<file path="config.mk">
export PLATFORM = sky130hd
export DESIGN_NAME = commutation_sequencer
export DESIGN_NICKNAME = d
export VERILOG_FILES = /design/src/rtl/commutation_sequencer_pkg.sv /design/src/rtl/commutation_sequencer_keepalive_timer.sv /design/src/rtl/commutation_sequencer.sv
export SDC_FILE = /design/constraint.sdc
export NUM_CORES = 1
export LEC_CHECK = 0
export CAP_MARGIN = 40
export CORE_MARGIN = 2
export CORE_UTILIZATION = 40
export CTS_CLUSTER_DIAMETER = 30
export DETAILED_ROUTE_END_ITERATION = 10
export PLACE_DENSITY = 0.69
export SYNTH_ARGS = -nofsm -noshare
export SYNTH_HDL_FRONTEND = slang
export SYNTH_HIERARCHICAL = 1
export SYNTH_SLANG_ARGS = --single-unit
</file>
<file path="constraint.sdc">
create_clock -name clk -period 2.5 [get_ports clk]
set_input_delay 0.25 -clock clk [delete_from_list [all_inputs] [get_ports clk]]
set_output_delay 0.25 -clock clk [all_outputs]
set_load 0.02 [all_outputs]
</file>
<file path="src/rtl/commutation_sequencer_pkg.sv">
// Shared definitions for the six-step commutation sequencer.
//   - state_e      : controller states
//   - DEF_*        : default timing parameters (40 MHz clock)
//   - leg_pattern  : step index -> {sw1, sw2, sw3} leg command
//   - advance_step : one commutation advance in either direction, with wrap
package commutation_sequencer_pkg;

  typedef enum logic [2:0] {
    ST_IDLE  = 3'd0,
    ST_ALIGN = 3'd1,
    ST_RUN   = 3'd2,
    ST_BRAKE = 3'd3,
    ST_FAULT = 3'd4
  } state_e;

  localparam int DEF_PERIOD_W   = 24;
  localparam int DEF_MIN_PERIOD = 400;     // 10 us
  localparam int DEF_ALIGN_CYC  = 400000;  // 10 ms
  localparam int DEF_BRAKE_CYC  = 400000;  // 10 ms
  localparam int DEF_WD_TIMEOUT = 40000;   // 1 ms
  localparam int NUM_STEPS      = 6;

  // Six-entry step table; out-of-range indices fall back to all-low.
  function automatic logic [2:0] leg_pattern(input logic [2:0] step);
    logic [2:0] legs;
    case (step)
      3'd0:    legs = 3'b100;
      3'd1:    legs = 3'b110;
      3'd2:    legs = 3'b010;
      3'd3:    legs = 3'b011;
      3'd4:    legs = 3'b001;
      3'd5:    legs = 3'b101;
      default: legs = 3'b000;
    endcase
    return legs;
  endfunction

  function automatic logic [2:0] advance_step(input logic [2:0] step, input logic rev);
    logic [2:0] nxt;
    if (rev) nxt = (step == 3'd0) ? 3'(NUM_STEPS - 1) : step - 3'd1;
    else     nxt = (step == 3'(NUM_STEPS - 1)) ? 3'd0 : step + 3'd1;
    return nxt;
  endfunction

endpackage

</file>
<file path="src/rtl/commutation_sequencer_keepalive_timer.sv">
// Host keepalive timer.
//   clk, reset : clock, synchronous active-high reset
//   clear      : restart the timeout window (kick or accepted command)
//   arm        : count only while high; counter is held at zero otherwise
//   expired    : high in the cycle the window runs out with no clear
// expired is asserted WD_TIMEOUT cycles after the last clear, so the
// consumer's state flop changes exactly WD_TIMEOUT edges after the kick edge.
module keepalive_timer
  import commutation_sequencer_pkg::*;
#(
  parameter int WD_TIMEOUT = DEF_WD_TIMEOUT
) (
  input  logic clk,
  input  logic reset,
  input  logic clear,
  input  logic arm,
  output logic expired
);

  localparam int CNT_W = (WD_TIMEOUT > 1) ? $clog2(WD_TIMEOUT) : 1;
  localparam logic [CNT_W-1:0] TERM = CNT_W'(WD_TIMEOUT - 1);

  logic [CNT_W-1:0] cnt_q, cnt_d;

  always_comb begin
    cnt_d = cnt_q;
    if (!arm || clear)     cnt_d = '0;
    else if (cnt_q != TERM) cnt_d = cnt_q + CNT_W'(1);
  end

  always_ff @(posedge clk) begin
    if (reset) cnt_q <= '0;
    else       cnt_q <= cnt_d;
  end

  // A clear in the terminal cycle wins over expiry.
  assign expired = arm && !clear && (cnt_q == TERM);

endmodule

</file>
<file path="src/rtl/commutation_sequencer.sv">
// Six-step open-loop commutation controller for a 3-leg H-bridge.
//   clk, reset            : clock, synchronous active-high reset
//   cmd_valid/cmd_ready   : host command handshake
//   cmd_run/dir/period    : run request, direction (1 = reverse), cycles per step
//   wd_kick               : host keepalive pulse
//   fault_clr             : leaves FAULT back to IDLE
//   sw1..sw3_input        : leg commands (1 = high side)
//   bridge_en, bridge_wd  : bridge enable and healthy-watchdog level
//   step_strobe           : one-cycle pulse on each commutation advance
//   fault                 : high while in FAULT
module commutation_sequencer
  import commutation_sequencer_pkg::*;
#(
  parameter int PERIOD_W   = DEF_PERIOD_W,
  parameter int MIN_PERIOD = DEF_MIN_PERIOD,
  parameter int ALIGN_CYC  = DEF_ALIGN_CYC,
  parameter int BRAKE_CYC  = DEF_BRAKE_CYC,
  parameter int WD_TIMEOUT = DEF_WD_TIMEOUT
) (
  input  logic                clk,
  input  logic                reset,
  input  logic                cmd_valid,
  output logic                cmd_ready,
  input  logic                cmd_run,
  input  logic                cmd_dir,
  input  logic [PERIOD_W-1:0] cmd_period,
  input  logic                wd_kick,
  input  logic                fault_clr,
  output logic                sw1_input,
  output logic                sw2_input,
  output logic                sw3_input,
  output logic                bridge_en,
  output logic                bridge_wd,
  output logic                step_strobe,
  output logic                fault
);

  localparam int HOLD_MAX = (ALIGN_CYC > BRAKE_CYC) ? ALIGN_CYC : BRAKE_CYC;
  localparam int HOLD_W   = (HOLD_MAX > 1) ? $clog2(HOLD_MAX) : 1;
  localparam logic [HOLD_W-1:0]   ALIGN_T = HOLD_W'(ALIGN_CYC - 1);
  localparam logic [HOLD_W-1:0]   BRAKE_T = HOLD_W'(BRAKE_CYC - 1);
  localparam logic [PERIOD_W-1:0] MIN_P   = PERIOD_W'(MIN_PERIOD);

  state_e              state_q, state_d;
  logic [2:0]          step_q, step_d;
  logic [PERIOD_W-1:0] step_cnt_q, step_cnt_d;
  logic [HOLD_W-1:0]   hold_q, hold_d;
  logic [PERIOD_W-1:0] shadow_period_q, shadow_period_d;
  logic                shadow_dir_q, shadow_dir_d;
  logic [PERIOD_W-1:0] active_period_q, active_period_d;
  logic                run_pend_q, run_pend_d;

  logic                accept;
  logic [PERIOD_W-1:0] cmd_period_clamped;
  logic                hold_done;
  logic                run_terminal;
  logic                wd_arm;
  logic                wd_expired;
  logic [2:0]          legs;

  assign accept             = cmd_valid && cmd_ready;
  assign cmd_period_clamped = (cmd_period < MIN_P) ? MIN_P : cmd_period;
  assign hold_done          = (state_q == ST_ALIGN) ? (hold_q == ALIGN_T) : (hold_q == BRAKE_T);
  // Active period is never below MIN_PERIOD while in RUN, so the -1 cannot wrap.
  assign run_terminal       = (step_cnt_q == active_period_q - PERIOD_W'(1));
  assign wd_arm             = (state_q == ST_ALIGN) || (state_q == ST_RUN) || (state_q == ST_BRAKE);

  keepalive_timer #(
    .WD_TIMEOUT(WD_TIMEOUT)
  ) u_keepalive (
    .clk    (clk),
    .reset  (reset),
    .clear  (wd_kick || accept),
    .arm    (wd_arm),
    .expired(wd_expired)
  );

  // State register (also holds the datapath flops).
  always_ff @(posedge clk) begin
    if (reset) begin
      state_q         <= ST_IDLE;
      step_q          <= '0;
      step_cnt_q      <= '0;
      hold_q          <= '0;
      shadow_period_q <= '0;
      shadow_dir_q    <= 1'b0;
      active_period_q <= '0;
      run_pend_q      <= 1'b0;
    end else begin
      state_q         <= state_d;
      step_q          <= step_d;
      step_cnt_q      <= step_cnt_d;
      hold_q          <= hold_d;
      shadow_period_q <= shadow_period_d;
      shadow_dir_q    <= shadow_dir_d;
      active_period_q <= active_period_d;
      run_pend_q      <= run_pend_d;
    end
  end

  // Next-state logic. Keepalive expiry overrides every other transition.
  always_comb begin
    state_d = state_q;
    case (state_q)
      ST_IDLE:  if (accept ? cmd_run : run_pend_q) state_d = ST_ALIGN;
      ST_ALIGN: if (accept && !cmd_run)            state_d = ST_BRAKE;
                else if (hold_done)                state_d = ST_RUN;
      ST_RUN:   if (accept && !cmd_run)            state_d = ST_BRAKE;
      ST_BRAKE: if (hold_done)                     state_d = ST_IDLE;
      ST_FAULT: if (fault_clr)                     state_d = ST_IDLE;
      default:                                     state_d = ST_IDLE;
    endcase
    if (wd_expired) state_d = ST_FAULT;
  end

  // Datapath: shadows, hold timer, step timer and step index.
  always_comb begin
    shadow_period_d = shadow_period_q;
    shadow_dir_d    = shadow_dir_q;
    active_period_d = active_period_q;
    step_d          = step_q;
    step_cnt_d      = step_cnt_q;
    hold_d          = '0;

    if (accept) begin
      shadow_period_d = cmd_period_clamped;
      shadow_dir_d    = cmd_dir;
    end

    // A run request seen during BRAKE is remembered until IDLE acts on it;
    // outside BRAKE the flag only lives for the single IDLE cycle after it.
    if (state_q == ST_BRAKE) run_pend_d = accept ? cmd_run : run_pend_q;
    else                     run_pend_d = 1'b0;

    if ((state_d == state_q) && ((state_q == ST_ALIGN) || (state_q == ST_BRAKE)))
      hold_d = hold_q + HOLD_W'(1);

    case (state_q)
      ST_IDLE: if (state_d == ST_ALIGN) begin
        step_d          = '0;
        step_cnt_d      = '0;
        active_period_d = accept ? cmd_period_clamped : shadow_period_q;
      end
      ST_ALIGN: if (state_d == ST_RUN) begin
        step_cnt_d      = '0;
        active_period_d = shadow_period_q;
      end
      ST_RUN: if (run_terminal) begin
        // Direction is only consumed at a boundary, so the shadowed value
        // is the one applied to this advance and all following ones.
        step_cnt_d      = '0;
        step_d          = advance_step(step_q, shadow_dir_q);
        active_period_d = shadow_period_q;
      end else begin
        step_cnt_d = step_cnt_q + PERIOD_W'(1);
      end
      default: ;
    endcase

    if (state_d == ST_FAULT) step_d = '0;
  end

  // Output decode from registered state/step.
  always_comb begin
    legs        = 3'b000;
    bridge_en   = 1'b0;
    bridge_wd   = 1'b1;
    fault       = 1'b0;
    cmd_ready   = 1'b1;
    step_strobe = 1'b0;
    case (state_q)
      ST_ALIGN: begin
        legs      = leg_pattern(step_q);
        bridge_en = 1'b1;
      end
      ST_RUN: begin
        legs        = leg_pattern(step_q);
        bridge_en   = 1'b1;
        step_strobe = run_terminal;
      end
      ST_BRAKE: bridge_en = 1'b1;
      ST_FAULT: begin
        bridge_wd = 1'b0;
        fault     = 1'b1;
        cmd_ready = 1'b0;
      end
      default: ;
    endcase
    // The bridge must not see a healthy watchdog while we are held in reset.
    if (reset) bridge_wd = 1'b0;
  end

  assign sw1_input = legs[2];
  assign sw2_input = legs[1];
  assign sw3_input = legs[0];

endmodule

</file>
==> metrics.md, run 1 <==
| Metric | Value |
|---|---|
| Crit. End Element | `flip-flop` |
| WL/cell | `approximately 14 um` |
| Post-Route WL | `16.8 mm` |
| Max Cap Viol | `0` |
| Reg-to-Reg End | `active_period_q[7]$_SDFFE_PP0P_` |
| Fin. Hold Viols | `0` |
| Post-synth EDFFs | `0` |
| CP dominant cell by count | `buf_12` |
| Final setup violation count | `52` |
| Hold path startpoint | `reset` |
| Hold Buf Count CTS | `0` |
| Synth cell count leaders | `dfxtp_1, nand2_1, nor2_1` |
| Syn nets | `between 800 and 900` |
| Peak supply drop | `roughly 520 uV` |
| Post-layout net count | `roughly 1000` |
| Global route overflow | `0` |
| # fillers | `1436` |
| Power Dens Cells | `roughly 640 mW/mm^2` |
| Tot Pwr | `5.69 mW` |
| Outcome | `finished with violations` |
| Largest area contributor in the netlist | `dfxtp_1` |
| Routed Antenna Nets | `0` |
| Relative slew slack | `0.633` |
| Crit-path cells | `or4_4 -> o41a_1 -> buf_4 -> nor3b_2 -> nand4_1 -> nor4b_4 -> nand4_4 -> nand2_4 -> buf_12 -> buf_12 -> mux2_4` |
| Worst EP arrival | `about 3.3 ns` |
| Clock Skew | `around 0.0075 ns` |
| Leak | `roughly 3.5 nW` |
| Unrepaired setup endpoints after global routing | `true` |
| Worst-path cell with the longest stage delay | `or4_4` |
| Root Driver | `clkbuf_16` |
| Post-route setup slack | `-0.527 ns` |
| Hold EP | `shadow_dir_q$_SDFFE_PP0P_` |
| Starting Density | `0.412` |
| Die width | `between 100 and 150 um` |
| Final Max Tran Viols | `0` |
| Standard-cell rows | `between 40 and 50` |
| Multi-input gate area | `0.00422 sq mm` |
| Core area | `between 0.015 and 0.02 sq mm` |
| Area grow syn2layout | `35.4%` |
| Layout cells sized above 1 | `0.268` |
| Yosys reg bits | `approximately 120` |
| Max Buffers Root-to-Sink | `2` |
| FF-to-FF path depth | `11` |
| Vias in the first global route | `5896` |
| Count leader, synth | `dfxtp_1` |
| Via count | `approximately 6000` |
| Min cycle time layout | `between 3 and 4 ns` |
| Seq. cell area | `0.00231 sq mm` |
| RD Place Congestion | `between 0.9 and 1` |
| Ports | `39` |
| Crit. path cell count | `11` |
| First-pass GRT wire length | `~28 mm` |
| Final cell count without fillers | `approximately 1200` |
| Crit Reg-Reg Startpoint | `active_period_q[6]$_SDFFE_PP0P_` |
| Pin count of the biggest net entering global routing | `98` |
| CTS buffer count | `17` |
| CP startpoint kind | `flip-flop` |
| Bufs and invs on worst path | `3` |
| Mapped cell area | `between 0.006 and 0.007 sq mm` |
| Failing checks | `negative setup slack` |
| Yosys cell types | `72` |
| Clock Sinks | `around 120` |
| R2r setup slk | `-0.53 ns` |
| Worst Hold Class | `input port to flip-flop` |
| Final period util | `1.21` |
| Worst Tran Pin Value | `roughly 0.55 ns` |
| Max Freq | `between 300 and 400 MHz` |
| Ranking of synthesized cells by area | `dfxtp_1, nand2_1, xnor2_1, xor2_1, nor2_1` |
| Clk Latency, worst-skew pair | `between 0.4 and 0.5 ns` |
| # DRC | `0` |
| Cell family with most CP delay | `simple AND/OR/NAND/NOR gates` |
| Syn Inst Count | `786` |
| Synth Warn # | `6` |
| Antenna Cells | `0` |
| Number of buffers added on ports | `38` |
| Initial antenna violation count | `0` |
| Hold Path Stages | `2` |
| Ys async rst share | `0` |
| Post-synthesis sequential area ratio | `0.349` |
| Crit path kind | `flip-flop to flip-flop` |
| Htree depth | `4` |
| Share of the synthesized area in the top cell type | `0.349` |
| Post-synth top flop | `dfxtp_1` |
| Max stage delay on crit path | `0.53 ns` |
| Iter 0 DRT Violations | `371` |
| Placed cell count | `1112` |
| CTS tree | `built` |
| Hold slack | `around 0.074 ns` |
| All-Layer GR Usage | `0.194` |
| Dpl hpwl | `between 10 and 15 mm` |
| Req. time, crit path | `2.80 ns` |
| Avg Synthesized Cell Area | `~8.4 sq um` |
| Util after Layout | `0.558` |
| Full die area | `0.0175 sq mm` |
| Max FO, Critical Path | `6` |
| DR pass1 iterations | `5` |
| Chip height | `132 um` |
| Clock-pin slew of the registers on the worst-case setup and hold paths | `roughly 0.050 ns` |
| Via-to-Cell Ratio | `5.20` |
worst reg2reg max path, cell delays in order (launching register included):
cell and delay [ns]:
dfxtp_2 0.34, or4_4 0.53, o41a_1 0.42, buf_4 0.15, nor3b_2 0.17, nand4_1 0.16, nor4b_4 0.30, nand4_4 0.16
nand2_4 0.14, buf_12 0.12, buf_12 0.11, mux2_4 0.30
sequential cells by signal, summed over array words and instances (netlist names):
name	flops
shadow_period_q	24
shadow_dir_q	1
state_q	3
step_q	3
u_keepalive/cnt_q	16
hold_q	19
step_cnt_q	24
run_pend_q	1
active_period_q	24
what timing repair did:
action / CTS / global route
cloned: 2 / 0
setup endpoints to repair: 52 / 54
setup buffers: 8 / 10
gates resized for setup: 25 / 15
pin swaps: 9 / 7
layout make-up:
cell class                 instances  area share
clock buffer                      26      0.0548
multi-input combinational        616       0.472
clock inverter                     5     0.00841
inverter                          13     0.00574
tap                              216      0.0303
timing repair buffer             170       0.170
sequential                       115       0.259
power breakdown:
part           total (mW)  switching [mW]  internal [mW]
registers            1.95          0.0517           1.90
logic                1.41           0.688          0.724
clock network        2.34           0.803           1.53
worst max path at each step:
stage                                          startpoint                          endpoint  slack (ns)
after floorplan           active_period_q[7]$_SDFFE_PP0P_  active_period_q[21]$_SDFFE_PP0P_       -0.24
after global placement    active_period_q[1]$_SDFFE_PP0P_                       step_strobe       -0.61
after detailed placement  active_period_q[1]$_SDFFE_PP0P_                       step_strobe       -0.67
after CTS                 active_period_q[0]$_SDFFE_PP0P_   active_period_q[2]$_SDFFE_PP0P_       -0.47
after global routing      active_period_q[0]$_SDFFE_PP0P_                       step_strobe       -0.62
final                     active_period_q[6]$_SDFFE_PP0P_   active_period_q[7]$_SDFFE_PP0P_       -0.53
cell usage in the layout (no fill, tap or decap), types with 6 or more instances in the layout:
cell type,count
nor3_1,21
inv_1,11
mux2i_1,6
a22oi_1,12
dfxtp_1,110
nand4_1,18
buf_4,119
and2_1,6
clkdlybuf4s50_1,35
nand2_1,109
a21oi_1,41
xor2_1,40
nor2b_1,29
clkbuf_1,6
nor3_2,25
ha_1,6
o21ai_0,9
nand3_1,19
buf_12,6
and3_1,11
nor2_1,84
clkbuf_16,17
mux2_4,18
xnor2_1,47
through the flow:
step,instance area (sq um),setup WS [ns],setup TNS (ns)
floorplan,6740,-0.243,-7.90
global placement,8040,-0.610,-21.13
detailed placement,8050,-0.667,-23.60
CTS,8810,-0.466,-18.95
global route,8930,-0.624,-26.14
finish,8930,-0.527,-21.58
metal layers:
| metal | global-route usage | share of wire |
|---|---|---|
| met5 | 0 | 0 |
| met4 | 0.0759 | 0.014 |
| met3 | 0.0377 | 0.038 |
| met2 | 0.321 | 0.48 |
| met1 | 0.249 | 0.47 |
cell families (layout without fill, tap and decap cells):
| logic type | Yosys count | in the layout | synth area share |
|---|---|---|---|
| flops | 115 | 115 | 0.349 |
| mux | 27 | 27 | 0.0552 |
| compound gates | 106 | 106 | 0.105 |
| buf+inv | 55 | 214 | 0.0446 |
| xor+xnor | 87 | 87 | 0.116 |
| simple gates | 389 | 389 | 0.317 |
| fa+ha+maj | 7 | 7 | 0.0133 |
Note: power is estimated with default switching activity, not from simulation.
==> run 2: changes to the inputs <==
CAP_MARGIN = 5   (was 40)
==> run 2 against run 1 <==
The flow still finishes with violations (negative setup slack). Register-to-register slack better by 0.07 ns. Non-clock buffer count shrank 5. Hold slack hardly changed. Via count grew 0.23%. Largest power group unchanged.
==> metrics.md, run 2 (synthesis results as in run 1) <==
| Metric | Value |
|---|---|
| Crit path kind | `flip-flop to output port` |
| WL/cell | `14.7 um (+1.6%)` |
| Worst EP arrival | `2.73 ns (-0.60 ns)` |
| Cell family with most CP delay | `simple AND/OR/NAND/NOR gates` |
| CP startpoint kind | `flip-flop` |
| CTS tree | `built` |
| Full die area | `0.0175 sq mm (unchanged)` |
| Ports | `39 (unchanged)` |
| Unrepaired setup endpoints after global routing | `true` |
| Initial antenna violation count | `1 (+1)` |
| Failing checks | `negative setup slack` |
| Final period util | `1.19 (-0.0180)` |
| Max Buffers Root-to-Sink | `2 (unchanged)` |
| CTS buffer count | `17 (unchanged)` |
| Layout cells sized above 1 | `0.269 (+0.00142)` |
| Hold slack | `0.0746 ns (+0.000452 ns)` |
| Starting Density | `0.412 (unchanged)` |
| Peak supply drop | `517 uV (+0.19%)` |
| Number of buffers added on ports | `38 (unchanged)` |
| Crit. End Element | `output port` |
| Worst Tran Pin Value | `1.17 ns (+0.625 ns)` |
| All-Layer GR Usage | `0.195 (+0.00118)` |
| Global route overflow | `0 (unchanged)` |
| Clock Sinks | `115 (unchanged)` |
| Bufs and invs on worst path | `2 (-1)` |
| Crit Reg-Reg Startpoint | `active_period_q[7]$_SDFFE_PP0P_` |
| Power Dens Cells | `633 mW/mm^2 (-0.73%)` |
| Commonest cells after routing, fill and taps aside | `buf_4, dfxtp_1, nand2_1, nor2_1, xnor2_1` |
| Relative slew slack | `0.217 (-0.415)` |
| Min cycle time layout | `2.98 ns (-0.0450 ns)` |
| Commonest non-fill, non-tap cell in the layout | `buf_4` |
| Final Max Tran Viols | `0 (unchanged)` |
| Fin. Hold Viols | `0 (unchanged)` |
| Critical path endpoint | `step_strobe` |
| Reg-to-Reg End | `active_period_q[2]$_SDFFE_PP0P_` |
| Antenna Cells | `0 (unchanged)` |
| Via count | `6052 (+0.23%)` |
| Crit-path cells | `inv_2 -> ha_4 -> nor3b_4 -> a22oi_2 -> or4_1 -> or3_4 -> nor4_2 -> nand3_2 -> nor2_4 -> buf_6` |
| R2r setup slk | `-0.46 ns (+0.07 ns)` |
| Post-Route WL | `17.0 mm (+1.2%)` |
| Htree depth | `4 (unchanged)` |
| Routed Antenna Nets | `0 (unchanged)` |
| Area grow syn2layout | `36.3%` |
| Hold Buf Count CTS | `0 (unchanged)` |
| Max FO, Critical Path | `5 (-1)` |
| Core area | `0.0160 sq mm (unchanged)` |
| Clock Skew | `0.00824 ns (+0.000756 ns)` |
| Clock-pin slew of the registers on the worst-case setup and hold paths | `0.05 ns (about the same)` |
| First-pass GRT wire length | `27.8 mm (+0.22%)` |
| Iter 0 DRT Violations | `356 (-4.0%)` |
| Post-layout net count | `966 (-0.51%)` |
| Final TNS setup | `-20.09 ns (+1.49 ns)` |
| Die width | `132 um (unchanged)` |
| Req. time, crit path | `2.25 ns (-0.55 ns)` |
| Pin count of the biggest net entering global routing | `98 (unchanged)` |
| Max stage delay on crit path | `0.41 ns (-0.12 ns)` |
| FF-to-FF path depth | `10 (-1)` |
| Clk Latency, worst-skew pair | `0.42 ns (about the same)` |
| # DRC | `0 (unchanged)` |
| Outcome | `finished with violations` |
| RD Place Congestion | `0.908 (unchanged)` |
| Worst Hold Class | `input port to flip-flop` |
| Max Cap Viol | `0 (unchanged)` |
| Post-route setup slack | `-0.482 ns (+0.0450 ns)` |
| Root Driver | `clkbuf_16` |
| DR pass1 iterations | `5 (unchanged)` |
| Vias in the first global route | `5788 (-1.8%)` |
| Crit. path cell count | `10 (-1)` |
| Setup crit start | `active_period_q[1]$_SDFFE_PP0P_` |
| Max Freq | `335 MHz (+1.5%)` |
| Standard-cell rows | `46 (unchanged)` |
| Hold Path Stages | `2 (unchanged)` |
| Final setup violation count | `52 (unchanged)` |
| Dpl hpwl | `11.7 mm (-0.69%)` |
| Util after Layout | `0.562 (+0.00383)` |
| Leak | `3.49 nW (+0.27%)` |
| Via-to-Cell Ratio | `5.24 (+0.67%)` |
| Biggest regs | `active_period_q x24, shadow_period_q x24, step_cnt_q x24` |
| Tot Pwr | `5.69 mW (about the same)` |
| Chip height | `132 um (unchanged)` |
| Worst-path cell with the longest stage delay | `or4_1` |
-- run 2: repair_timing --
item	4_1_cts	5_1_grt
pin swaps	9	7
cloned	2	1
buffers inserted	10	4
gates resized for setup	34	27
setup endpoints to repair	52	54
-- run 2: how the worst min path moves through the flow --
stage                                   startpoint                        endpoint
floorplan                            cmd_period[4]   shadow_period_q[4]$_SDFF_PP0_
global placement    shadow_period_q[16]$_SDFF_PP0_  shadow_period_q[16]$_SDFF_PP0_
detailed placement  shadow_period_q[13]$_SDFF_PP0_  shadow_period_q[13]$_SDFF_PP0_
CTS                                          reset       shadow_dir_q$_SDFFE_PP0P_
global route                                 reset       shadow_dir_q$_SDFFE_PP0P_
finish                                       reset       shadow_dir_q$_SDFFE_PP0P_
-- run 2: area by class of cell --
| type | count | area [sq um] |
|---|---|---|
| Multi-Input combinational cell | 616 | 4320 |
| Clock inverter | 5 | 75.1 |
| Fill cell | 1417 | 7010 |
| Tap cell | 216 | 270 |
| Clock buffer | 26 | 489 |
| Sequential cell | 115 | 2310 |
| Inverter | 13 | 48.8 |
| Timing Repair Buffer | 165 | 1470 |
-- run 2: metrics by stage --
stage	worst slack, ns	area (sq um)	instances
floorplan	-0.243	6740	786
global placement	-0.610	8040	1111
detailed placement	-0.672	8040	1111
CTS	-0.498	8840	1153
global route	-0.637	8990	1156
finish	-0.482	8990	1156
-- run 2: power breakdown --
| group | internal (mW) | switching, mW |
|---|---|---|
| Clock | 1.53 | 0.799 |
| Combinational | 0.708 | 0.707 |
| Sequential | 1.90 | 0.0504 |
-- run 2: worst register-to-register path, delay by kind of cell (launching register included) --
| kind | cells | cell delay, ns |
|---|---|---|
| flip-flops | 1 | 0.36 |
| AO/OA/AOI/OAI | 1 | 0.42 |
| buffers and inverters | 2 | 0.32 |
| multiplexers | 1 | 0.31 |
| AND/OR/NAND/NOR | 6 | 1.45 |
-- run 2: routing by layer --
metal | vias to the layer above | part of all wire | track usage
li1 | 3034 | - | -
met1 | 2858 | 0.46 | 0.250
met2 | 135 | 0.48 | 0.318
met3 | 23 | 0.041 | 0.0481
met4 | 2 | 0.014 | 0.0729
met5 | - | 0.00077 | 0
==> run 3: changes to the inputs <==
CORE_UTILIZATION = 37   (was 40)
PLACE_DENSITY = 0.64   (was 0.69)
clock period = 3 ns   (was 2.5 ns; I/O delays follow)
==> run 3 against run 2 <==
The flow still finishes with violations (negative setup slack). Largest cell class unchanged. Utilization down 6.5 points. Sequential power down 17%. Count of clock-buffer cells in the layout decreased by 6. Combinational power fell by 20%. Clock power is 15% lower. First-iteration DRC count fell by 29%. Die area grew 7.9%. Highest routed layer is now met4. Non-clock buffer count fell by 52. Wire length down 4.4%. Hold slack gained 0.30 ns.
==> metrics.md, run 3 (synthesis results as in run 1) <==
| Metric | Value |
|---|---|
| R2r setup slk | `-0.08 ns (+0.38 ns)` |
| Antenna Cells | `0 (unchanged)` |
| Crit Reg-Reg Startpoint | `active_period_q[1]$_SDFFE_PP0P_` |
| Outcome | `finished with violations` |
| Routed Antenna Nets | `0 (unchanged)` |
| Req. time, crit path | `3.30 ns (+1.05 ns)` |
| Standard-cell rows | `48 (+4.3%)` |
| Max FO, Critical Path | `8 (+3)` |
| Starting Density | `0.380 (-0.0322)` |
| Post-route setup slack | `-0.0760 ns (+0.406 ns)` |
| Die width | `138 um (+3.9%)` |
| Root Driver | `clkbuf_16` |
| Design Area, Final | `0.00863 sq mm (-4.0%)` |
| # DRC | `0 (unchanged)` |
| Global route overflow | `0 (unchanged)` |
| Chip height | `138 um (+3.9%)` |
| Final Max Tran Viols | `0 (unchanged)` |
| Util after Layout | `0.497 (-0.0648)` |
| WL/cell | `14.6 um (-0.79%)` |
| First-pass GRT wire length | `26.1 mm (-6.2%)` |
| RD Place Congestion | `0.852 (-6.1%)` |
| FF-to-FF path depth | `13 (+3)` |
| Dpl ws | `-0.365 ns (+0.307 ns)` |
| Crit. End Element | `flip-flop` |
| Worst Tran Pin Value | `0.714 ns (-0.456 ns)` |
| Full die area | `0.0189 sq mm (+7.9%)` |
| Clock Skew | `0.00775 ns (-0.000488 ns)` |
| Clk Latency, worst-skew pair | `0.41 ns (about the same)` |
| Reg-to-Reg End | `active_period_q[13]$_SDFFE_PP0P_` |
| Post-layout net count | `914 (-5.4%)` |
| Leak | `3.23 nW (-7.4%)` |
| Final setup violation count | `28 (-46%)` |
| Commonest non-fill, non-tap cell in the layout | `dfxtp_1` |
| Clock-pin slew of the registers on the worst-case setup and hold paths | `0.06 ns (about the same)` |
| Biggest regs | `active_period_q x24, shadow_period_q x24, step_cnt_q x24` |
| Max Cap Viol | `0 (unchanged)` |
| Peak supply drop | `375 uV (-28%)` |
| Setup crit start | `active_period_q[1]$_SDFFE_PP0P_` |
| Commonest cells after routing, fill and taps aside | `dfxtp_1, nand2_1, nor2_1, buf_4, xnor2_1` |
| Core area | `0.0174 sq mm (+8.5%)` |
| Post-place instance area | `0.00753 sq mm (-6.4%)` |
| Worst Hold Class | `input port to flip-flop` |
| Max Freq | `approximately 330 MHz` |
| Fin. Hold Viols | `0 (unchanged)` |
| Clock Sinks | `115 (unchanged)` |
| DR pass1 iterations | `8 (+3)` |
| Crit path kind | `flip-flop to flip-flop` |
| Failing checks | `negative setup slack` |
| Sw frac | `0.285 (+0.0120)` |
| Worst EP arrival | `3.38 ns (+0.65 ns)` |
| Unrepaired setup endpoints after global routing | `true` |
| Final period util | `1.03` |
| CTS buffer count | `17 (unchanged)` |
| Hold Buf Count CTS | `0 (unchanged)` |
| Area grow syn2layout | `30.9%` |
| Htree depth | `4 (unchanged)` |
| Max Buffers Root-to-Sink | `2 (unchanged)` |
| Vias in the first global route | `5295 (-8.5%)` |
| Final TNS setup | `-0.743 ns (+19.35 ns)` |
| CP startpoint kind | `flip-flop` |
| Final cell count without fillers | `1114 (-3.6%)` |
| NetSw | `1.35 mW (-13%)` |
| Relative slew slack | `0.524 (+0.307)` |
| Pin count of the biggest net entering global routing | `56 (-43%)` |
| Post-Route WL | `16.2 mm (-4.4%)` |
| Power Dens Cells | `548 mW/mm^2 (-13%)` |
| Iter 0 DRT Violations | `253 (-29%)` |
| Clock power frac | `0.418 (+0.009)` |
| CTS tree | `built` |
| Min cycle time layout | `a little over 3 ns` |
| Int Power | `3.38 mW (-18%)` |
| Number of buffers added on ports | `38 (unchanged)` |
| Via-to-Cell Ratio | `5.11 (-2.3%)` |
| Dpl hpwl | `11.0 mm (-5.7%)` |
| Critical path endpoint | `active_period_q[13]$_SDFFE_PP0P_` |
| Initial antenna violation count | `0 (-1)` |
| Seq pwr share | `0.343 (about the same)` |
| Ports | `39 (unchanged)` |
| Placed cell count | `1071 (-3.6%)` |
| Via count | `5697 (-5.9%)` |
| Comb pwr share | `0.239 (-0.010)` |
| All-Layer GR Usage | `0.175 (-0.0203)` |
| Layout cells sized above 1 | `0.224 (-0.0453)` |
-- run 3: changes by cell type in the layout (fill, tap and decap cells not counted), sizes merged --
cell           delta
clkbuf            -4
clkinvlp          +2
clkinv            +5
dlymetal6s2s      -1
clkdlybuf4s50     +1
buf              -54
-- run 3: worst max-delay path: stages (launching register included) --
cell and delay [ns]:
dfxtp_2 0.32, inv_2 0.07, ha_4 0.14, buf_6 0.10, or3b_4 0.37, o41a_1 0.35
buf_4 0.15, nor3b_2 0.14, nand4_1 0.17, nor4b_4 0.30, nand4_4 0.19, nand2_8 0.16
clkbuf_16 0.20, mux2_4 0.30
-- run 3: how the worst min path moves through the flow --
stage / slack [ns] / end / cells after the start / startpoint
floorplan: 0.43 / hold_q[0]$_SDFF_PP0_ / 1 / hold_q[0]$_SDFF_PP0_
global placement: 0.44 / shadow_period_q[19]$_SDFF_PP0_ / 2 / shadow_period_q[19]$_SDFF_PP0_
detailed placement: 0.45 / shadow_period_q[13]$_SDFF_PP0_ / 2 / shadow_period_q[13]$_SDFF_PP0_
CTS: 0.37 / shadow_period_q[5]$_SDFF_PP0_ / 2 / reset
global route: 0.41 / state_q[2]$_SDFF_PP0_ / 2 / reset
finish: 0.38 / state_q[2]$_SDFF_PP0_ / 2 / reset
-- run 3: power by group through the flow --
stage	Clock, mW	Sequential, mW	Combinational, mW
floorplan	0	1.64	0.613
global placement	0	1.65	0.925
detailed placement	0	1.65	0.930
CTS	2.00	1.62	1.01
global route	2.07	1.63	1.22
finish	1.97	1.62	1.13
-- run 3: metal layers --
metal  share of wire  track usage  up-vias  wire length, um
li1                -            -     2916                -
met1            0.48        0.232     2689             7850
met2            0.48        0.280       74             7740
met3           0.026       0.0368       18              423
met4           0.014       0.0619        0              221
met5               0            0        -                0
-- run 3: layout make-up --
class,count,area [sq um]
timing repair buffer,113,1110
fill,1569,8730
clock inverter,12,134
clock buffer,20,447
multi-input combinational,616,4300
sequential,115,2300
inverter,13,48.8
tap,225,282
-- run 3: repair_timing --
item | CTS | global route
endpoints found under the hold margin | 0 | 0
setup buffers | 3 | 4
setup endpoints to repair | 32 | 50
resized for setup | 25 | 57
cloned | 1 | 3
pin swaps | 12 | 23
-- run 3: stage by stage --
step | power (mW) | hold slack, ns
floorplan | 2.25 | 0.430
detailed placement | 2.58 | 0.447
finish | 4.73 | 0.378
CTS | 4.63 | 0.373
global placement | 2.58 | 0.441
global route | 4.92 | 0.408
